### config.mk
export PLATFORM = sky130hd
export DESIGN_NAME = store_unit
export DESIGN_NICKNAME = d
export VERILOG_FILES = /design/src/rtl/store_unit_pkg.sv /design/src/rtl/store_decoder.sv /design/src/rtl/store_unit.sv
export SDC_FILE = /design/constraint.sdc
export NUM_CORES = 1
export LEC_CHECK = 0
export ABC_AREA = 1
export CAP_MARGIN = 15
export CORE_MARGIN = 8
export CORE_UTILIZATION = 55
export DETAILED_ROUTE_END_ITERATION = 12
export DONT_BUFFER_PORTS = 1
export PLACE_DENSITY = 0.74
export SKIP_CTS_REPAIR_TIMING = 1
export SYNTH_ARGS = -nofsm -noshare
export SYNTH_HDL_FRONTEND = slang
export SYNTH_SLANG_ARGS = --single-unit
### constraint.sdc
create_clock -name clk -period 6.5 [get_ports clk]
set_clock_uncertainty 0.05 [all_clocks]
set_input_delay 1.3 -clock clk [delete_from_list [all_inputs] [get_ports clk]]
set_output_delay 1.3 -clock clk [all_outputs]
set_load 0.005 [all_outputs]
### src/rtl/store_unit_pkg.sv
// Shared types and constants for the store unit: store ops, access masks/sizes, FSM states.
package store_unit_pkg;

    localparam int STORE_OP_WIDTH = 2;

    typedef enum logic [STORE_OP_WIDTH-1:0] {
        STORE_OP_SB   = 2'd0,
        STORE_OP_SH   = 2'd1,
        STORE_OP_SW   = 2'd2,
        STORE_OP_NONE = 2'd3
    } store_op_e;

    localparam logic [2:0] F3_SB = 3'b000;
    localparam logic [2:0] F3_SH = 3'b001;
    localparam logic [2:0] F3_SW = 3'b010;

    localparam logic [2:0] SIZE_B = 3'd1;
    localparam logic [2:0] SIZE_H = 3'd2;
    localparam logic [2:0] SIZE_W = 3'd4;

    localparam logic [3:0] MASK_B = 4'b0001;
    localparam logic [3:0] MASK_H = 4'b0011;
    localparam logic [3:0] MASK_W = 4'b1111;

    typedef enum logic [2:0] {
        S_IDLE  = 3'd0,
        S_CHECK = 3'd1,
        S_BEAT1 = 3'd2,
        S_BEAT2 = 3'd3,
        S_DONE  = 3'd4,
        S_FAULT = 3'd5
    } state_e;

endpackage

### src/rtl/store_decoder.sv
// Combinational store decode: funct3/AMO and byte offset to op, byte mask and
// alignment/word-crossing flags.
module store_decoder
    import store_unit_pkg::*;
(
    input  logic [2:0] funct3,
    input  logic       amo_data_store,
    input  logic [1:0] off,
    output store_op_e  op,
    output logic [3:0] mask,
    output logic       misaligned,
    output logic       crossing,
    output logic       illegal
);

    logic [2:0] size;
    logic [3:0] end_byte;

    always_comb begin
        op   = STORE_OP_NONE;
        mask = '0;
        size = '0;
        if (amo_data_store) begin
            op = STORE_OP_SW;
        end else begin
            case (funct3)
                F3_SB:   op = STORE_OP_SB;
                F3_SH:   op = STORE_OP_SH;
                F3_SW:   op = STORE_OP_SW;
                default: op = STORE_OP_NONE;
            endcase
        end
        case (op)
            STORE_OP_SB: begin mask = MASK_B; size = SIZE_B; end
            STORE_OP_SH: begin mask = MASK_H; size = SIZE_H; end
            STORE_OP_SW: begin mask = MASK_W; size = SIZE_W; end
            default:     begin mask = '0;     size = '0;     end
        endcase
    end

    assign illegal    = (op == STORE_OP_NONE);
    assign misaligned = ((op == STORE_OP_SH) && off[0]) || ((op == STORE_OP_SW) && (|off));
    // Last byte touched lies past the word when off + size exceeds 4.
    assign end_byte   = {2'b00, off} + {1'b0, size};
    assign crossing   = (end_byte > 4'd4);

endmodule

### src/rtl/store_unit.sv
// Store unit: latches a store request, decodes it, and issues one or two
// word-aligned bus write beats over valid/ready, or a one-cycle fault pulse.
module store_unit
    import store_unit_pkg::*;
#(
    parameter bit SPLIT_MISALIGNED = 1'b0,
    parameter int ADDR_WIDTH       = 32
) (
    input  logic                  clk,
    input  logic                  reset,
    input  logic                  req_valid,
    output logic                  req_ready,
    input  logic [2:0]            funct3,
    input  logic                  amo_data_store,
    input  logic [ADDR_WIDTH-1:0] addr,
    input  logic [31:0]           wdata,
    output logic                  mem_valid,
    input  logic                  mem_ready,
    output logic [ADDR_WIDTH-1:0] mem_addr,
    output logic [31:0]           mem_wdata,
    output logic [3:0]            mem_wstrb,
    output logic                  done,
    output logic                  store_fault,
    output logic                  fault_cause,
    output logic [ADDR_WIDTH-1:0] fault_addr
);

    state_e                state, state_nxt;
    logic [2:0]            funct3_q;
    logic                  amo_q;
    logic [ADDR_WIDTH-1:0] addr_q;
    logic [31:0]           wdata_q;
    logic                  cause_q;

    store_op_e             op;
    logic [3:0]            mask;
    logic                  misaligned, crossing, illegal;

    logic                  accept;
    logic [1:0]            off;
    logic [2:0]            rem;
    logic [ADDR_WIDTH-1:0] base;
    logic [31:0]           wdata1, wdata2;
    logic [3:0]            strb1, strb2;

    store_decoder u_dec (
        .funct3         (funct3_q),
        .amo_data_store (amo_q),
        .off            (off),
        .op             (op),
        .mask           (mask),
        .misaligned     (misaligned),
        .crossing       (crossing),
        .illegal        (illegal)
    );

    assign accept = req_valid && req_ready;
    assign off    = addr_q[1:0];
    assign rem    = 3'd4 - {1'b0, off};
    assign base   = {addr_q[ADDR_WIDTH-1:2], 2'b00};
    assign wdata1 = wdata_q << {off, 3'b000};
    assign strb1  = mask << off;
    // Second beat carries the bytes that spilled past the first word.
    assign wdata2 = wdata_q >> {rem, 3'b000};
    assign strb2  = mask >> rem;

    always_ff @(posedge clk) begin
        if (reset) begin
            state   <= S_IDLE;
            cause_q <= 1'b0;
        end else begin
            state <= state_nxt;
            if (state == S_CHECK) begin
                cause_q <= (op == STORE_OP_NONE);
            end
        end
    end

    always_ff @(posedge clk) begin
        if (accept) begin
            funct3_q <= funct3;
            amo_q    <= amo_data_store;
            addr_q   <= addr;
            wdata_q  <= wdata;
        end
    end

    always_comb begin
        state_nxt = state;
        case (state)
            S_IDLE:  if (accept) state_nxt = S_CHECK;
            S_CHECK: begin
                if (illegal) begin
                    state_nxt = S_FAULT;
                end else if (misaligned && (!SPLIT_MISALIGNED || amo_q)) begin
                    state_nxt = S_FAULT;
                end else begin
                    state_nxt = S_BEAT1;
                end
            end
            S_BEAT1: if (mem_ready) state_nxt = crossing ? S_BEAT2 : S_DONE;
            S_BEAT2: if (mem_ready) state_nxt = S_DONE;
            S_DONE:  state_nxt = S_IDLE;
            S_FAULT: state_nxt = S_IDLE;
            default: state_nxt = S_IDLE;
        endcase
    end

    assign req_ready   = (state == S_IDLE) && !reset;
    assign mem_valid   = (state == S_BEAT1) || (state == S_BEAT2);
    assign mem_addr    = (state == S_BEAT2) ? (base + ADDR_WIDTH'(4)) : base;
    assign mem_wdata   = (state == S_BEAT2) ? wdata2 : wdata1;
    assign mem_wstrb   = (state == S_BEAT1) ? strb1 : ((state == S_BEAT2) ? strb2 : 4'b0000);
    assign done        = (state == S_DONE);
    assign store_fault = (state == S_FAULT);
    assign fault_cause = cause_q;
    assign fault_addr  = addr_q;

endmodule

==> summary.txt <==
Run status
  – Outcome: finished clean

Worst setup path
  – Crit-path leading delay family: buffers and inverters
  – R2R Setup Slk: 4.05 ns
  – CP cell instances: inv_2 > ha_1 > inv_1 > nand2_1 > o21ai_0
  – FF-to-FF End: state[0]
  – Slowest-stage cell, CP: edfxtp_1
  – R2r worst-path depth: 9
  – Crit path buffers/inverters: 2
  – CP endpoint kind: primary output
  – WP data required: 5.15 ns
  – Crit Path Category: flip-flop to primary output
  – FF-to-FF Start: fault_addr[1]
  – Worst-path fanout max: 41
  – Worst Path Arrival: 3.99 ns
  – Largest stage delay, worst path: 0.94 ns
  – CP Launch Type: flip-flop

Finish
  – Layout Nets: 693
  – Most common cell after layout, fill and taps aside: nand2_1
  – Filler Cell Count: 767
  – Final instance area: 5060 µm²
  – Post-layout util: 59.1%
  – Storage cell area: 2120 µm²
  – Most frequent cells in the layout: nand2_1, nor2_1, edfxtp_1
  – Layout area overhead: 6.37%
  – Multi-input logic area: 2280 µm²
  – Layout cell share with drive strength beyond 1: 5.37%

STA
  – # setup viols final: 0
  – Max-slew headroom: 28.5%
  – Hold_ws: 0.535 ns
  – Setup TNS: 0 ns
  – Slew Viols, Final: 0
  – Min cycle time layout: 5.34 ns
  – Final hold violations: 0
  – Crit share post-route: 82.2%
  – RSZ-0062 raised after global routing: false
  – Fmax: 187 MHz
  – Worst Max-Slew Pin Slew: 1.07 ns

Floorplan
  – Core Area: 8550 µm²
  – DIE WIDTH: 109 µm
  – Die Area: 11,900 µm²
  – DIE HEIGHT: 109 µm
  – Row cnt: 34
  – Starting Density: 55.6%
  – I/O pin count: 177

Clock tree
  – H-tree levels: 3
  – Clock root buffer: clkbuf_8
  – CTS tree: done
  – Clock sinks: 72
  – Clock Latency Late Sink: 0.36 ns
  – Clk buf depth: 2
  – Clk slew on worst S/H paths: 0.08 ns
  – Cts bufs inserted: 9

Routing
  – WL/cell: 19.1 µm
  – DR vias/cell: 5.98
  – Routed WL: 13,900 µm
  – # DRC: 0
  – Vias: 4,341
  – DRT iter0 DRCs: 366
  – Antenna-violating nets left: 0
  – Pre-antenna DRT Iters: 5

GRT
  – Initial antenna violation count: 3
  – Pin count of the biggest net entering global routing: 45
  – First-pass GRT wire length: 21,100 µm
  – GRT Total Usage: 22.8%
  – Vias in the first global route: 4,159
  – Total grt overflow: 0

Pwr
  – Combinational group share of total power: 14.4%
  – Flop pwr share: 51.5%
  – Pwr Density: 219 nW/µm²
  – Worst VDD drop: 0.000153 V
  – Switch Pwr: 0.338 mW
  – Clock power share: 34.1%
  – Design Power: 1.11 mW
  – Switching Fraction: 30.5%
  – Leakage: 2.03 nW
  – Cell Int Power: 0.770 mW

Hold path
  – WHS Endpoint: fault_cause
  – HP Start: fault_cause
  – Hold Path Depth: 2
  – HP Class: flip-flop to flip-flop

Job
  – Max-cap check violation count: 0

Placement
  – DP HPWL: 10,200 µm
  – Placed Instance Area: 4820 µm²
  – GPL Wtd Cong: 0.889
  – Port bufs: 0

Yosys
  – Syn_area_per_cell: 7.72 µm²
  – Gate Count Post-Synth: 616
  – Sequential share of the synthesized area: 44.6%
  – Top FF cell, synth: edfxtp_1
  – Yosys warning count: 0
  – Number of synthesized flops with an enable pin: 68
  – Post-Syn Area: 4750 µm²
  – Synth async-reset ratio: 0%
  – Synth Register Bits: 72
  – Cell variety after synth: 40
==> worst max path at each step <==
stage	cells after the start	slack, ns	from	endpoint
CTS	5	1.19	fault_addr[1]	mem_wdata[30]
finish	5	1.16	fault_addr[1]	mem_wdata[30]
global route	5	0.79	fault_addr[1]	mem_wdata[30]
detailed placement	5	1.58	fault_addr[1]	mem_wdata[30]
global placement	5	1.69	fault_addr[1]	mem_wdata[30]
floorplan	1	2.01	reset	amo_q
==> metrics by stage <==
stage	cells	setup slack, ns
finish	726	1.16
global route	726	0.792
CTS	722	1.19
detailed placement	706	1.58
global placement	706	1.69
floorplan	617	2.01
==> worst register-to-register path: stages (launching register included) <==
cell	delay [ns]
edfxtp_1	0.94
inv_2	0.43
ha_1	0.36
inv_1	0.11
nand2_1	0.08
nand3_1	0.10
a21oi_1	0.07
nand2_1	0.07
nand2_1	0.06
a21oi_1	0.13
==> power groups by stage <==
stage	combinational (mW)	clock [mW]	sequential (mW)
2_1_floorplan	0.121	0	0.573
3_3_place_gp	0.148	0	0.580
3_5_place_dp	0.154	0	0.581
4_1_cts	0.154	0.383	0.570
5_1_grt	0.180	0.405	0.574
6_report	0.160	0.378	0.570
==> layout make-up <==
type                            count  share of cell area (%)
Clock inverter                      7                    1.56
Multi-Input combinational cell    454                    45.1
Antenna cell                        3                   0.148
Clock buffer                        9                    2.45
Timing Repair Buffer                4                   0.990
Inverter                           69                    5.12
Tap cell                          108                    2.67
Sequential cell                    72                    42.0
==> cells by family after synthesis <==
group                      share of synthesized area, %
DFF                                                44.6
AOI/OAI and AO/OA                                  11.1
adders and majority gates                          3.05
xor gates and xnor gates                           3.13
other                                            0.0789
buffers and inverters                              7.71
and+or+nand+nor                                    30.3
==> sequential cells by signal, indices dropped and copies added (netlist names) <==
signal,flops
amo_q,1
fault_addr,32
fault_cause,1
funct3_q,3
state,3
wdata_q,32
==> per-layer routing <==
| layer | vias to the layer above | part of all wire, % | track usage (%) |
|---|---|---|---|
| met5 | - | 0.094 | 0 |
| met4 | 2 | 2.7 | 8.60 |
| met3 | 34 | 12 | 9.69 |
| met2 | 255 | 46 | 34.1 |
| met1 | 2014 | 39 | 28.8 |
| li1 | 2036 | - | - |
==> synth_stat cells (3+ instances only) <==
cell	n	area [µm²]
nor3_1	11	55.1
nand2_1	175	657
o211ai_1	9	67.6
o21ai_0	51	255
nand3b_1	3	22.5
ha_1	10	125
nand4_1	6	37.5
nor2_1	72	270
edfxtp_1	68	2040
a21oi_1	10	50.1
nor2_4	4	45.0
nand3_1	54	270
clkbuf_1	10	37.5
o21a_1	7	52.6
xnor2_1	8	70.1
dfxtp_1	4	80.1
o21ai_1	3	15.0
a22oi_1	4	30.0
xor2_1	9	78.8
buf_2	8	40.0
inv_1	66	248
No activity file was read; power rests on OpenSTA's default activity.
